===== config.mk =====
export PLATFORM = sky130hd
export DESIGN_NAME = pc_fetch_unit
export DESIGN_NICKNAME = d
export VERILOG_FILES = /design/src/rtl/mips_pkg.sv /design/src/rtl/pc_target_gen.sv /design/src/rtl/pc_fetch_unit.sv
export SDC_FILE = /design/constraint.sdc
export NUM_CORES = 1
export LEC_CHECK = 0
export CORE_UTILIZATION = 57
export DETAILED_ROUTE_END_ITERATION = 7
export GPL_TIMING_DRIVEN = 0
export HOLD_SLACK_MARGIN = 0.15
export PLACE_DENSITY = 0.87
export SLEW_MARGIN = 20
export SYNTH_ARGS = -nofsm -noshare
export SYNTH_HDL_FRONTEND = slang
export SYNTH_SLANG_ARGS = --single-unit

===== constraint.sdc =====
create_clock -name clk -period 8 [get_ports clk]
set_input_delay 1.6 -clock clk [delete_from_list [all_inputs] [get_ports clk]]
set_output_delay 1.6 -clock clk [all_outputs]
set_load 0.1 [all_outputs]

===== src/rtl/mips_pkg.sv =====
// Shared encodings for the MIPS fetch path: branch opcodes, fetch FSM states, instruction size.
package mips_pkg;

  localparam int unsigned INSTR_BYTES = 4;

  typedef enum logic [1:0] {
    BR_NONE = 2'b00,
    BR_EQ   = 2'b01,
    BR_NE   = 2'b10,
    BR_RSVD = 2'b11
  } branch_op_e;

  typedef enum logic {
    IDLE  = 1'b0,
    FETCH = 1'b1
  } fetch_state_e;

endpackage


===== src/rtl/pc_target_gen.sv =====
// Combinational next-address generator: sequential, branch, jump and JR targets plus redirect arbitration.
// Zero latency; it holds no state and is unaware of back-pressure.
module pc_target_gen
  import mips_pkg::*;
#(
  parameter int unsigned      XLEN       = 32,
  parameter logic [XLEN-1:0]  EXC_VECTOR = XLEN'(32'h0000_0080)
) (
  input  logic [XLEN-1:0] pc,
  input  logic [25:0]     instr_lo,
  input  logic [1:0]      branch_op,
  input  logic            zero,
  input  logic            jump,
  input  logic            jump_reg,
  input  logic [XLEN-1:0] rs_data,
  input  logic            exc_req,
  output logic [XLEN-1:0] pc_inc,
  output logic            redir_vld,
  output logic            redir_exc,
  output logic            misalign,
  output logic [XLEN-1:0] redir_tgt
);

  logic [XLEN-1:0] imm_ext;
  logic [XLEN-1:0] br_tgt;
  logic [XLEN-1:0] j_tgt;
  logic            br_taken;
  branch_op_e      br_op;

  assign br_op    = branch_op_e'(branch_op);
  assign pc_inc   = pc + XLEN'(INSTR_BYTES);
  assign imm_ext  = {{(XLEN-16){instr_lo[15]}}, instr_lo[15:0]};
  assign br_tgt   = pc_inc + (imm_ext << 2);
  assign j_tgt    = {pc_inc[XLEN-1:28], instr_lo[25:0], 2'b00};
  assign br_taken = ((br_op == BR_EQ) && zero) || ((br_op == BR_NE) && !zero);

  // Only a JR that actually wins arbitration can raise a misalignment trap.
  assign misalign  = !exc_req && jump_reg && (rs_data[1:0] != 2'b00);
  assign redir_exc = exc_req || misalign;

  always_comb begin
    redir_vld = 1'b1;
    redir_tgt = pc_inc;
    if (redir_exc) begin
      redir_tgt = EXC_VECTOR;
    end else if (jump_reg) begin
      redir_tgt = rs_data;
    end else if (jump) begin
      redir_tgt = j_tgt;
    end else if (br_taken) begin
      redir_tgt = br_tgt;
    end else begin
      redir_vld = 1'b0;
    end
  end

endmodule


===== src/rtl/pc_fetch_unit.sv =====
// Program counter and instruction-fetch request with a one-entry pending-redirect buffer.
// pc updates on the falling edge after valid&ready&!stall; redirects arriving under back-pressure are held, never lost.
module pc_fetch_unit
  import mips_pkg::*;
#(
  parameter int unsigned      XLEN         = 32,
  parameter logic [XLEN-1:0]  RESET_VECTOR = XLEN'(32'h0000_0000),
  parameter logic [XLEN-1:0]  EXC_VECTOR   = XLEN'(32'h0000_0080)
) (
  input  logic            clk,
  input  logic            reset,
  input  logic [31:0]     instr,
  input  logic [1:0]      branch_op,
  input  logic            zero,
  input  logic            jump,
  input  logic            jump_reg,
  input  logic [XLEN-1:0] rs_data,
  input  logic            exc_req,
  input  logic            stall,
  input  logic            imem_req_ready,
  output logic            imem_req_valid,
  output logic [XLEN-1:0] pc,
  output logic [XLEN-1:0] epc,
  output logic            misalign_err
);

  fetch_state_e    state;
  fetch_state_e    state_nxt;
  logic            pend_valid;
  logic [XLEN-1:0] pend_target;
  logic [XLEN-1:0] pc_inc;
  logic [XLEN-1:0] redir_tgt;
  logic [XLEN-1:0] pc_nxt;
  logic            redir_vld;
  logic            redir_exc;
  logic            misalign;
  logic            fetching;
  logic            advance;
  logic            unused_instr_hi;

  assign unused_instr_hi = ^instr[31:26];

  pc_target_gen #(
    .XLEN       (XLEN),
    .EXC_VECTOR (EXC_VECTOR)
  ) u_target_gen (
    .pc        (pc),
    .instr_lo  (instr[25:0]),
    .branch_op (branch_op),
    .zero      (zero),
    .jump      (jump),
    .jump_reg  (jump_reg),
    .rs_data   (rs_data),
    .exc_req   (exc_req),
    .pc_inc    (pc_inc),
    .redir_vld (redir_vld),
    .redir_exc (redir_exc),
    .misalign  (misalign),
    .redir_tgt (redir_tgt)
  );

  always_ff @(negedge clk or negedge reset) begin
    if (!reset) begin
      state <= IDLE;
    end else begin
      state <= state_nxt;
    end
  end

  always_comb begin
    state_nxt      = state;
    imem_req_valid = 1'b0;
    case (state)
      IDLE:    state_nxt = FETCH;
      FETCH:   imem_req_valid = 1'b1;
      default: state_nxt = IDLE;
    endcase
  end

  assign fetching = (state == FETCH);
  assign advance  = fetching && imem_req_ready && !stall;

  // Exceptions pre-empt a buffered transfer; otherwise the older buffered target drains first.
  always_comb begin
    pc_nxt = pc_inc;
    if (redir_exc) begin
      pc_nxt = redir_tgt;
    end else if (pend_valid) begin
      pc_nxt = pend_target;
    end else if (redir_vld) begin
      pc_nxt = redir_tgt;
    end
  end

  always_ff @(negedge clk or negedge reset) begin
    if (!reset) begin
      pc           <= RESET_VECTOR;
      epc          <= '0;
      misalign_err <= 1'b0;
      pend_valid   <= 1'b0;
      pend_target  <= '0;
    end else if (fetching) begin
      misalign_err <= misalign;
      if (redir_exc) begin
        epc <= misalign ? rs_data : pc;
      end
      if (advance) begin
        pc         <= pc_nxt;
        pend_valid <= 1'b0;
      end else if (redir_vld && (redir_exc || !pend_valid)) begin
        pend_valid  <= 1'b1;
        pend_target <= redir_tgt;
      end
    end else begin
      misalign_err <= 1'b0;
    end
  end

endmodule


==> flow_summary.ini <==
[clock_network]
clockRootBuffer = clkbuf_16
htree_levels = 3
cts_tree = done
path_clk_slew_ns = 0.05
worstSkewPairLatency_ns = 0.35
ctsHoldBuffers = 0
cts_num_sinks = 99
clockBufferDepth = 2
cts_made_buffers = 9

[global_routing]
grt_use_total_pct = 41.23
grt_pass1_wl_mm = 40.74
grt_overflow_total = 0
antenna_found_initial = 0
grt_pass1_vias = 7620
grt_max_degree = 65

[cells_and_area]
multi_input_area_sq_um = 4950
register_area_sq_um = 2477
n_fill_cell = 796
area_growth_pct = 34.42
layout.nets = 1174
mostFrequentLayoutCells = nand2_1 (141), clkdlybuf4s50_1 (115), dfrtn_1 (99), o21ai_0 (82), nor2_1 (57)
final_common_cell = nand2_1
drive_gt1_share_pct = 13.56
antenna_cells = 0

[floorplanning]
die-area_sq_um = 13220
num_rows = 40
fp.dieH_microns = 115.0
coreArea_sq_um = 12210
initial_utilization_pct = 59.56
ios = 140
die_w_microns = 115.0

[timing]
relSlewSlack_pct = 31.92
final_hold_viol_count = 0
skew_ns = 0.008135
tightest_slew_ns = 1.018
setup_viol = 12
slew_viol_final = 0
rsz0062_at_grt = yes
finalWorstSetupSlack_ns = -0.1391

[synthesis]
synth_cells = 891
postSynth.asyncResetShare_pct = 100.0
synth-main-ff-cell = dfrtn_1
synth.avg_cell_area_sq_um = 8.163
yosysSeqAreaShare_pct = 34.06
yosysTopAreaCellShare_pct = 34.06
ys_seq_elements = 99
synth_edf_count = 0
syn-num-nets = 1001
synth_area_leader_cell = dfrtn_1
ys_top_cells_by_area = dfrtn_1 (34%), nand2_1 (7.4%), ha_1 (6.0%)
synth_area_sq_um = 7273
synth_cell_types = 71
ys.warnings.count = 0

[outcome]
outcome = complete, but fails checks
violations = negative setup slack

[critical_path]
critPathMaxFanout = 4
r2r_start = pc[6]
r2r_cells = 18
timing.reg2reg.setup_slack_ns = 3.40
cp.arrival_ns = 4.31
required_ns = 4.18
crit_type = in -> reg
endpoint = pc[24]
reg2reg_to = pend_target[31]
cp-end-kind = flip-flop
worstSetupStartpointType = primary input
crit_start = instr[0]

[power_and_ir_drop]
power_density_nw_per_um2 = 184.7
power.total_mw = 1.806
p_leak_nw = 4.021
ir_drop_v = 0.0001082

[drt]
routed_wirelength_mm = 27.91
firstDrtPassIters = 8
drc = 0
antenna_left = 0
vias_per_cell = 6.670
vias = 8251
drt_iter0_markers = 1042
avgRoutedWirePerCell_microns = 22.56

[placed_design]
gp_congestion = 0.9660
io_buffer_count = 132
preCtsSetupSlack_ns = -1.459
dp_hpwl_mm = 19.34

[worst_hold_path]
hold_class = reg -> reg

[job]
drv_cap = 0
## synthesized netlist by cell type, types with 4 or more instances
cell type	instances
buf_1	5
inv_1	13
o21a_1	6
or2_2	5
a21o_1	13
a21oi_1	62
xnor2_1	39
nand3_1	17
ha_1	35
buf_2	4
and3_1	11
nand2b_1	9
a21boi_0	5
a31oi_1	8
mux2i_1	40
a32oi_1	4
clkbuf_1	44
nand2_1	144
or3_1	5
o22ai_1	8
o21ai_1	25
nor2_1	61
o211ai_1	16
and4_1	4
nand4_1	9
a22o_1	8
o31ai_1	9
nor2b_1	6
dfrtn_1	99
o21ai_0	85
a211oi_1	7
xor2_1	13
nor3_1	13
## cell families after synthesis
group | after synthesis | synth area share, %
AOI/OAI and AO/OA | 293 | 25.20
xor gates and xnor gates | 52 | 6.262
adders and majority gates | 36 | 6.296
buffers and inverters | 69 | 3.733
DFF | 99 | 34.06
muxes | 44 | 6.124
other | 1 | 0.05156
and+or+nand+nor | 297 | 18.27
## layout make-up
cell class / count / area share, %
clock inverters: 5 / 0.4479
plain buffers: 53 / 2.278
inverters: 14 / 0.5375
well taps: 168 / 2.150
flip-flops and latches: 99 / 25.34
multi-input cells: 723 / 50.63
repair buffers: 164 / 16.04
clock buffers: 11 / 2.585
## critical path: stages
cell and delay, ns:
buf_8 0.10, ha_4 0.16, inv_2 0.05, fa_2 0.19, nand2b_4 0.13, a211oi_2 0.07
o31a_1 0.34, o211ai_1 0.22, buf_4 0.17, a31oi_4 0.13, a221oi_4 0.40, o21ai_1 0.11
a31oi_1 0.21, xnor2_1 0.11, nor2_1 0.20, a31oi_1 0.11
## per-stage QoR
stage | hold slack [ns] | utilization [%] | cell area [sq um] | std cells | setup TNS (ns)
after global routing | 0.4500 | 80.06 | 9777 | 1237 | -1.495
final | 0.4262 | 80.06 | 9777 | 1237 | -0.9290
after floorplan | 0.4086 | - | 7336 | 891 | -0.01293
after global placement | 0.4205 | 72.61 | 8867 | 1191 | -248.48
after CTS | 0.4312 | 78.40 | 9574 | 1227 | -0.3220
after detailed placement | 0.4294 | 72.85 | 8896 | 1192 | -43.97
## routing by layer
metal | global-route usage [%] | part of all wire [%] | vias up
met1 | 53.52 | 37 | 3821
li1 | - | - | 3561
met2 | 63.86 | 44 | 715
met3 | 10.96 | 13 | 154
met4 | 20.35 | 5.3 | 0
met5 | 0 | 0 | -
## worst min path at each step
stage / from / to / slack [ns] / cells past startpoint
after detailed placement: epc[21] / epc[21] / 0.43 / 2
after floorplan: pend_target[2] / pend_target[2] / 0.41 / 2
final: epc[15] / epc[15] / 0.43 / 2
after CTS: pend_target[11] / pend_target[11] / 0.43 / 2
after global placement: pend_target[2] / pend_target[2] / 0.42 / 2
after global routing: epc[27] / epc[27] / 0.45 / 2
## registers in the layout, indices dropped and copies added (netlist names)
signal	cells
pend_valid	1
misalign_err	1
pend_target	32
fetching	1
pc	32
epc	32
## timing repair
action	4_1_cts	5_1_grt
setup buffers	21	11
pin swaps	43	41
setup endpoints to repair	51	52
gates resized for setup	86	40
## where the power goes
part | total, mW | internal [mW] | switching (mW)
Clock | 0.436 | 0.232 | 0.204
Sequential | 0.604 | 0.555 | 0.0486
Combinational | 0.766 | 0.247 | 0.519
(Power assumes the default switching activity.)
